<file path="config.mk">
export PLATFORM = sky130hd
export DESIGN_NAME = instr_fetch_queue_flat
export DESIGN_NICKNAME = d
export VERILOG_FILES = /design/src/rtl/instr_fetch_queue_if.sv /design/src/rtl/instr_fetch_queue.sv /design/src/flat_wrapper.sv
export SDC_FILE = /design/constraint.sdc
export NUM_CORES = 1
export LEC_CHECK = 0
export ABC_CLOCK_PERIOD_IN_PS = 3670
export BUFFER_PORTS_ARGS = -buffer_cell sky130_fd_sc_hd__buf_2
export CAP_MARGIN = 5
export CORE_UTILIZATION = 34
export CTS_BUF_LIST = sky130_fd_sc_hd__clkbuf_16
export CTS_CLUSTER_SIZE = 8
export DETAILED_ROUTE_END_ITERATION = 6
export HOLD_SLACK_MARGIN = 0.06
export PLACE_DENSITY = 0.56
export SYNTH_ARGS = -nofsm -noshare
export SYNTH_HDL_FRONTEND = slang
export SYNTH_SLANG_ARGS = --single-unit
</file>
<file path="constraint.sdc">
create_clock -name CLK -period 3.67 [get_ports CLK]
set_input_delay 0.5505 -clock CLK [delete_from_list [all_inputs] [get_ports CLK]]
set_output_delay 0.5505 -clock CLK [all_outputs]
set_load 0.1 [all_outputs]
</file>
<file path="src/rtl/instr_fetch_queue_if.sv">
// Bundle of the instruction-memory and decode-side handshake signals of the fetch queue.
// master = fetch queue, slave = memory/decode environment.
interface instr_fetch_queue_if;
    logic        IMemReq;
    logic [31:0] IMemAddr;
    logic        IMemAck;
    logic [31:0] IMemRData;
    logic        InstrValid;
    logic [31:0] Instr;
    logic [31:0] InstrPC;
    logic        InstrReady;
    logic        PCSrc;
    logic [31:0] BranchTarget;

    modport master (
        output IMemReq, IMemAddr, InstrValid, Instr, InstrPC,
        input  IMemAck, IMemRData, InstrReady, PCSrc, BranchTarget
    );

    modport slave (
        input  IMemReq, IMemAddr, InstrValid, Instr, InstrPC,
        output IMemAck, IMemRData, InstrReady, PCSrc, BranchTarget
    );
endinterface

</file>
<file path="src/rtl/instr_fetch_queue.sv">
// Instruction fetch unit: one-outstanding req/ack fetch into a small prefetch FIFO,
// drained by decode over valid/ready; a PCSrc redirect flushes and restarts fetch.
module instr_fetch_queue #(
    parameter int          DEPTH    = 4,
    parameter logic [31:0] RESET_PC = 32'h0000_0000
) (
    input  logic                  CLK,
    input  logic                  nReset,
    instr_fetch_queue_if.master   bus
);
    // Handshakes: IMemReq/IMemAddr hold until the cycle IMemAck=1 (transfer on that edge);
    // the head entry transfers on any edge where InstrValid & InstrReady.
    localparam int PTR_W = (DEPTH > 1) ? $clog2(DEPTH) : 1;
    localparam int CNT_W = PTR_W + 1;
    localparam logic [CNT_W-1:0] DEPTH_C = CNT_W'(DEPTH);

    logic [31:0]      fetch_pc_q, fetch_pc_d;
    logic             req_q, req_d;
    logic [31:0]      addr_q, addr_d;
    logic             discard_q, discard_d;
    logic [CNT_W-1:0] count_q, count_d;
    logic [PTR_W-1:0] head_q, head_d;
    logic [PTR_W-1:0] tail_q, tail_d;
    logic [31:0]      instr_mem_q [DEPTH];
    logic [31:0]      pc_mem_q    [DEPTH];

    logic ack;
    logic pop;
    logic push;
    logic valid;

    assign valid = (count_q != '0);
    assign ack   = req_q & bus.IMemAck;
    assign pop   = valid & bus.InstrReady;
    // Redirect wins over push/pop; a discarded response is never enqueued.
    assign push  = ack & ~discard_q & ~bus.PCSrc;

    always_comb begin
        fetch_pc_d = fetch_pc_q;
        req_d      = req_q;
        addr_d     = addr_q;
        discard_d  = discard_q;
        count_d    = count_q;
        head_d     = head_q;
        tail_d     = tail_q;

        if (bus.PCSrc) begin
            count_d    = '0;
            head_d     = '0;
            tail_d     = '0;
            fetch_pc_d = bus.BranchTarget & ~32'h3;
            // An un-acked request in flight must have its response thrown away later.
            discard_d  = req_q & ~bus.IMemAck;
        end else begin
            if (pop) begin
                head_d = head_q + 1'b1;
            end
            if (push) begin
                tail_d = tail_q + 1'b1;
            end
            count_d = count_q - CNT_W'(pop) + CNT_W'(push);
            if (ack) begin
                if (discard_q) begin
                    discard_d = 1'b0;
                end else begin
                    fetch_pc_d = addr_q + 32'd4;
                end
            end
        end

        // Issue only when idle and the response is guaranteed a free slot.
        if (ack) begin
            req_d = 1'b0;
        end else if (!req_q && !bus.PCSrc && (count_q < DEPTH_C)) begin
            req_d  = 1'b1;
            addr_d = fetch_pc_q;
        end
    end

    always_ff @(posedge CLK or negedge nReset) begin
        if (!nReset) begin
            fetch_pc_q <= RESET_PC;
            req_q      <= 1'b0;
            addr_q     <= RESET_PC;
            discard_q  <= 1'b0;
            count_q    <= '0;
            head_q     <= '0;
            tail_q     <= '0;
            for (int i = 0; i < DEPTH; i++) begin
                instr_mem_q[i] <= '0;
                pc_mem_q[i]    <= '0;
            end
        end else begin
            fetch_pc_q <= fetch_pc_d;
            req_q      <= req_d;
            addr_q     <= addr_d;
            discard_q  <= discard_d;
            count_q    <= count_d;
            head_q     <= head_d;
            tail_q     <= tail_d;
            if (push) begin
                instr_mem_q[tail_q] <= bus.IMemRData;
                pc_mem_q[tail_q]    <= addr_q;
            end
        end
    end

    assign bus.IMemReq    = req_q;
    assign bus.IMemAddr   = addr_q;
    assign bus.InstrValid = valid;
    assign bus.Instr      = valid ? instr_mem_q[head_q] : 32'h0;
    assign bus.InstrPC    = valid ? pc_mem_q[head_q]    : 32'h0;
endmodule

</file>
<file path="src/flat_wrapper.sv">
// flat-port wrapper written by rule: the top's interface ports become plain ports
module instr_fetch_queue_flat 
#(
    parameter int          DEPTH    = 4,
    parameter logic [31:0] RESET_PC = 32'h0000_0000
)
  (CLK, nReset, bus_IMemReq, bus_IMemAddr, bus_InstrValid, bus_Instr, bus_InstrPC, bus_IMemAck, bus_IMemRData, bus_InstrReady, bus_PCSrc, bus_BranchTarget);
  instr_fetch_queue_if bus_i ();
  input  logic CLK;
  input  logic nReset;
  output wire logic [$bits(bus_i.IMemReq)-1:0] bus_IMemReq;
  output wire logic [$bits(bus_i.IMemAddr)-1:0] bus_IMemAddr;
  output wire logic [$bits(bus_i.InstrValid)-1:0] bus_InstrValid;
  output wire logic [$bits(bus_i.Instr)-1:0] bus_Instr;
  output wire logic [$bits(bus_i.InstrPC)-1:0] bus_InstrPC;
  input wire logic [$bits(bus_i.IMemAck)-1:0] bus_IMemAck;
  input wire logic [$bits(bus_i.IMemRData)-1:0] bus_IMemRData;
  input wire logic [$bits(bus_i.InstrReady)-1:0] bus_InstrReady;
  input wire logic [$bits(bus_i.PCSrc)-1:0] bus_PCSrc;
  input wire logic [$bits(bus_i.BranchTarget)-1:0] bus_BranchTarget;
  assign bus_IMemReq = bus_i.IMemReq;
  assign bus_IMemAddr = bus_i.IMemAddr;
  assign bus_InstrValid = bus_i.InstrValid;
  assign bus_Instr = bus_i.Instr;
  assign bus_InstrPC = bus_i.InstrPC;
  assign bus_i.IMemAck = bus_IMemAck;
  assign bus_i.IMemRData = bus_IMemRData;
  assign bus_i.InstrReady = bus_InstrReady;
  assign bus_i.PCSrc = bus_PCSrc;
  assign bus_i.BranchTarget = bus_BranchTarget;
  instr_fetch_queue #(.DEPTH(DEPTH), .RESET_PC(RESET_PC)) u_core (.CLK(CLK), .nReset(nReset), .bus(bus_i));
endmodule
</file>
Word-level counts from Yosys, hierarchy flattened
Index checks and enable logic that the tools add are counted.
{"block": "totals", "ram_bits": 0, "input_bits": 69, "ff_bits": 329, "latchBits": 0, "mem_count": 0, "romBits": 0, "wordCells": 72}
{"block": "classes", "shift": 0, "multipliers": 0, "div_mod_pow": 0, "n_bitwise": 11, "n_addsub": 5, "n_eq_ne": 1, "reduce_logical": 12, "order_cmp": 4, "mux": 24}
{"cell": "2-to-1 mux 32 bit", "count": 10}
{"cell": "bitwise mux 128 bit", "count": 2}
{"cell": "binary-select mux 32 bit (select 2 bit)", "count": 2}
{"cell": "demux 32 bit (select 2 bit)", "count": 1}
{"cell": "adder 32 x 3 -> 32 bit, second input constant", "count": 1}
{"cell": "2-to-1 mux 2 bit", "count": 4}
{"cell": "nonzero test 2 bit", "count": 4}
{"cell": ">= comparator 3 bit, second input constant", "count": 2}
{"cell": "NOT 2 -> 3 bit", "count": 2}
{"cell": "bitwise AND 1 bit", "count": 5}
{"cell": "adder 2 x 1 -> 2 bit, second input constant", "count": 2}
{"cell": "2-to-1 mux 1 bit", "count": 4}
{"cell": "NOT 1 bit", "count": 4}
{"cell": "AND reduction 2 bit", "count": 2}
{"cell": "adder 3 x 1 -> 3 bit", "count": 1}
{"cell": "logical AND 1 bit", "count": 3}
{"cell": "less-than comparator 3 x 1 -> 1 bit, second input constant", "count": 1}
{"cell": "less-than comparator 3 bit, second input constant", "count": 1}
{"cell": "2-to-1 mux 3 bit", "count": 1}
{"cell": "nonzero test 3 bit", "count": 1}
{"cell": "subtractor 3 x 1 -> 3 bit", "count": 1}
{"cell": "logical NOT 1 bit", "count": 2}
{"cell": "!= test 2 bit, second input constant", "count": 1}

Depth between registers and ports, before layout
{"block": "logic_depth", "ltp_word": 6, "mapped_depth": 9}

Worst setup path after synthesis
OpenSTA, ideal clock, no wires.
{"block": "synth_timing", "path_kind": "register to output", "startpoint": "register u_core.count_q[1]", "endpoint": "output bus_Instr[22]", "t_required_ns": 3.119, "t_arrival_ns": 2.368, "setup_slack_ns": 0.752, "path_stages_with_launch": 4, "cell_sequence": "dfrtp_1 > or3_1 > clkbuf_1 > and2_1"}
{"block": "synth_between", "elab_chain_cells": 2}
{"element": "start, declared", "line": "instr_fetch_queue.sv:21", "text": "logic [CNT_W-1:0] count_q, count_d;"}
{"element": "start signal, assigned", "line": "instr_fetch_queue.sv:98", "text": "count_q <= count_d;"}
{"element": "nonzero test 3 bit", "line": "instr_fetch_queue.sv:32", "text": "assign valid = (count_q != '0);"}
{"element": "via bus_InstrValid", "line": "flat_wrapper.sv:13", "text": "output wire logic [$bits(bus_i.InstrValid)-1:0] bus_InstrValid;"}
{"element": "2-to-1 mux 32 bit", "line": "instr_fetch_queue.sv:111", "text": "assign bus.Instr = valid ? instr_mem_q[head_q] : 32'h0;"}
{"element": "end, declared", "line": "flat_wrapper.sv:14", "text": "output wire logic [$bits(bus_i.Instr)-1:0] bus_Instr;"}
The timed path passes the listed nets, and every way through them passes these cells.

Worst setup path after layout
{"block": "layout_timing", "startpoint": "register u_core.head_q[0]", "endpoint": "output bus_InstrPC[18]"}
{"block": "layout_between", "elab_chain_cells": 5}
{"element": "start, declared", "line": "instr_fetch_queue.sv:22", "text": "logic [PTR_W-1:0] head_q, head_d;"}
{"element": "start signal, assigned", "line": "instr_fetch_queue.sv:87", "text": "head_q <= '0;"}
{"element": "start signal, assigned", "line": "instr_fetch_queue.sv:99", "text": "head_q <= head_d;"}
{"element": "NOT 2 -> 3 bit (not written as such)", "line": "instr_fetch_queue.sv:112", "text": "assign bus.InstrPC = valid ? pc_mem_q[head_q] : 32'h0;"}
{"element": "binary-select mux 32 bit (select 2 bit)", "line": "instr_fetch_queue.sv:112"}
{"element": "2-to-1 mux 32 bit (not written as such) (2 in series)", "line": "instr_fetch_queue.sv:112"}
{"element": "2-to-1 mux 32 bit", "line": "instr_fetch_queue.sv:112"}
{"element": "end, declared", "line": "flat_wrapper.sv:15", "text": "output wire logic [$bits(bus_i.InstrPC)-1:0] bus_InstrPC;"}
No other way between the ends. The select of a mux whose other input is x is not followed.

==> summary.md <==
The flow ran to the end, and the final reports show no timing, DRC or antenna violations. Excluding fillers, the count of instances in the completed layout stands at 1,814. The count of H-tree levels built during CTS is 2, and the net count after synthesis is 1,137. Among cell families on the critical path, the largest total delay comes from flip-flops. The count of buffers added on input and output ports is 164.

The detailed router finished its first iteration with 509 violations. Averaged over all synthesized cells, the footprint is 14.9 sq um. The tools report the buffer type at the clock tree root as sky130_fd_sc_hd__clkbuf_16. The clock drives 329 sinks. The critical path starts at u_core.head_q[0].

The total count of hold-check failures in the final report was 0; the gate count of the mapped netlist was 1,060. For this block, the via count after detailed routing is 9,124. After clock tree synthesis, the clock-pin slew on the worst setup and hold paths is 0.05 ns. Synthesis inferred 329 register bits. The logs give 30.5% for the worst max-slew margin expressed relative to the limit and 60.0 mm for the global-route wire length before repair.

Max-cap violations in this run came to 0. The worst register-to-register path begins at u_core.bus.IMemReq. TritonCTS built the clock tree. The critical path goes through buf_12 -> mux4_2 -> and2_1 -> buf_2. Sink of the worst hold path: u_core.fetch_pc_q[10].

Power comes to 17.3 mW. IR analysis of the VDD net gives a maximum drop of 637 uV. The tools report the number of primary I/O pins as 167.

The number of antenna violations at the first check in global routing was 2. Static timing analysis puts the maximum clock frequency at 319 MHz. Final-layout worst hold slack: 0.200 ns. Sorting the synthesized cells by area gives the leading types as sky130_fd_sc_hd__dfrtp_1 52%, sky130_fd_sc_hd__mux2_4 15%, sky130_fd_sc_hd__mux4_2 9.1%, sky130_fd_sc_hd__mux2_2 6.5%, sky130_fd_sc_hd__mux2_1 2.8%. Global routing consumed, on the met2 layer, 24.6% of the routing resources. For the worst setup path, the data required time is 3.12 ns. Entering global routing, the biggest net connects 90 pins. For the global router's overall resource usage, the log shows 16.3%. The tools report the core region area as 45,700 sq um. Sequential elements use 52.0% of the synthesized area. For the leakage power of the design, the log shows 9.17 nW. STA classifies the critical path endpoint as a primary output. The global routing stage identified its most utilized layer as met2.

After global routing the overflow that remains totals 0. In this run the biggest area consumer among cell types represents 52.0% of the synthesized area. Once placement completed, the tool counted placed cells totaling 1,759. The die boundary width was 218 microns; the HPWL after detailed placement was 22.3 mm. Leaving out fill and tap cells, the most frequent cell in the layout is sky130_fd_sc_hd__dfrtp_1. The worst path needs 3.14 ns of the cycle, external delays included.

In this run the deepest clock path goes through 3 buffers. STA classifies the critical path startpoint as a flop. In this run the most critical hold path is launched from bus_BranchTarget[10]. For the number of placement rows, the log shows 78. Counting cells, the worst reg-to-reg path comes to 6.

Along the worst path, the maximum fanout reaches 25. The largest total area in the synthesized netlist belongs to sky130_fd_sc_hd__dfrtp_1. Area growth from synthesis to final layout: 16.6%.

The critical path contains buffers and inverters numbering 2 combined. The logs give 47,500 sq um for the area of the die and 0.0119 ns for the maximum clock skew at final layout. Type of the tightest min-delay check: input pin to flop. The run gives 34.7% as the initial core utilization.

The logs give 0 for the final number of max-transition violations and 1,286 for the post-layout net count. Yosys printed 0 warnings. The post-route clock period utilization is 85.5%, and the placement-stage worst setup slack is 0.852 ns. The total standard cell area after synthesis was 15,800 sq um; the latest clock arrival within the worst-skew pair was 0.56 ns. Summing all multi-input logic gate instances after layout gives 7070 sq um.

The die is 218 microns tall. Type of the worst setup path: flop to primary output. For the layout filler cell count, the log shows 4,283.

In the final layout, the share of cells above drive strength 1 is 46.2%. Counting instances, the worst hold path has a depth of 3. The routed wire length per instance came out at 20.7 microns. At the pin with the least slew margin, the transition time is 1.04 ns. Setup repair after global routing left no endpoint under its margin. The critical path's slowest cell is sky130_fd_sc_hd__dfrtp_4. Across all register-to-register paths, the minimum setup slack is 1.00 ns. In this run the remaining antenna-violating nets after routing total 0.

In this design, the stage delay of the slowest critical-path cell is 0.66 ns. The first detailed-routing pass took 4 iterations. For this run, global-route usage on met3 was measured as 3.24%. Summed over all failing endpoints, the final setup total negative slack is 0 ns. Data arrives at the worst endpoint at 2.59 ns.

Dividing total power by cell area gives a power density of 935 nW/um^2. The final-report setup violation count is 0, and the final RePlAce weighted congestion is 0.721. The library cells used most frequently in the layout, excluding fill and tap cells, are 327 x sky130_fd_sc_hd__dfrtp_1, 163 x sky130_fd_sc_hd__buf_2, 153 x sky130_fd_sc_hd__mux2_4.

After synthesis, the netlist uses 42 different library cells. The worst path meets setup with 0.533 ns of slack. The number of clock buffers added by TritonCTS is 47. The count of inserted antenna diode cells was 0; the register area was 8240 sq um. The number of global-route vias before repair came out at 9,801. The endpoint identified for the worst register-to-register timing path is u_core.pc_mem_q[61]. The final layout contains routed wiring with a total length of 37.5 mm.

After detailed routing, the number of remaining DRC violations is 0. Post-detailed-route via-to-cell ratio: 5.03. The number of instances resized during post-cts repair was 0. Global routing used 23.9% of the available met1 tracks.
[worst max-delay path by stage]
stage / end / cells past startpoint
6_report: bus_InstrPC[18] / 4
5_1_grt: bus_InstrPC[21] / 4
4_1_cts: bus_InstrPC[10] / 4
3_5_place_dp: u_core.pc_mem_q[61] / 7
3_3_place_gp: u_core.instr_mem_q[32] / 7
2_1_floorplan: bus_Instr[22] / 3
[per-stage QoR]
stage / util, % / area, sq um
global placement: 37.7 / 17200
finish: 40.4 / 18500
detailed placement: 37.7 / 17200
floorplan: - / 15800
CTS: 40.4 / 18500
global route: 40.4 / 18500
[kinds of logic (layout without fill, tap and decap cells)]
family / count (synthesis) / after routing / share of synthesized area (%)
AOI/OAI and AO/OA: 53 / 53 / 2.08
and+or+nand+nor: 190 / 190 / 6.59
adders and majority gates: 8 / 8 / 0.679
xor gates and xnor gates: 31 / 31 / 1.71
muxes: 354 / 354 / 33.3
buffers and inverters: 95 / 249 / 3.68
DFF: 329 / 329 / 52.0
[power by group]
part           total (mW)  leakage (nW)  internal (mW)  switching, mW
registers            5.55          4.34           4.58          0.963
clock network        3.84         0.619           2.32           1.52
logic                7.88          4.21           2.36           5.53
total                17.3          9.17           9.26           8.01
[state kept, by name, summed over array words and instances, names as in the netlist]
name                 flops
u_core.instr_mem_q     128
u_core.bus.IMemReq       1
u_core.tail_q            2
u_core.pc_mem_q        128
u_core.fetch_pc_q       32
u_core.count_q           3
u_core.bus.IMemAddr     32
u_core.discard_q         1
u_core.head_q            2
[worst min-delay path: cells and delay by family]
| family | cells | cell delay (ns) |
|---|---|---|
| buf+inv | 1 | 0.07 |
| compound gates | 1 | 0.05 |
| simple gates | 1 | 0.04 |
[layout make-up]
type | count | area share [%]
sequential | 329 | 44.6
multi-input combinational | 636 | 38.3
clock buffer | 49 | 6.64
timing repair buffer | 186 | 6.15
tap | 600 | 4.06
inverter | 9 | 0.190
clock inverter | 5 | 0.102
[Yosys cell counts (all sizes together)]
cell      n
or2       1
o221ai   15
nor3b     5
clkinv    1
inv       8
or3       2
buf      55
and2     65
nand4     7
nor4      3
and3      6
nand2    66
nor2b     1
nand3b    1
xor2     20
a21oi    16
mux2    283
nor2     19
dfrtp   329
xnor2    11
mux2i     7
nand3    10
ha        7
fa        1
mux4     64
and4      2
clkbuf   31
nor3      2
a21o      1
o21ai    21
[routing by layer]
metal  vias to the layer above  share of wire (%)
li1                       4081                  -
met1                      4781                 49
met2                       195                 45
met3                        65                4.6
met4                         2                2.1
met5                         -              0.029
[timing repair]
action                                 in CTS  in global routing
hold buffers                                1                  0
endpoints found under the hold margin      81                  0
setup buffers                               0                  0
No activity file was read; power rests on OpenSTA's default activity.
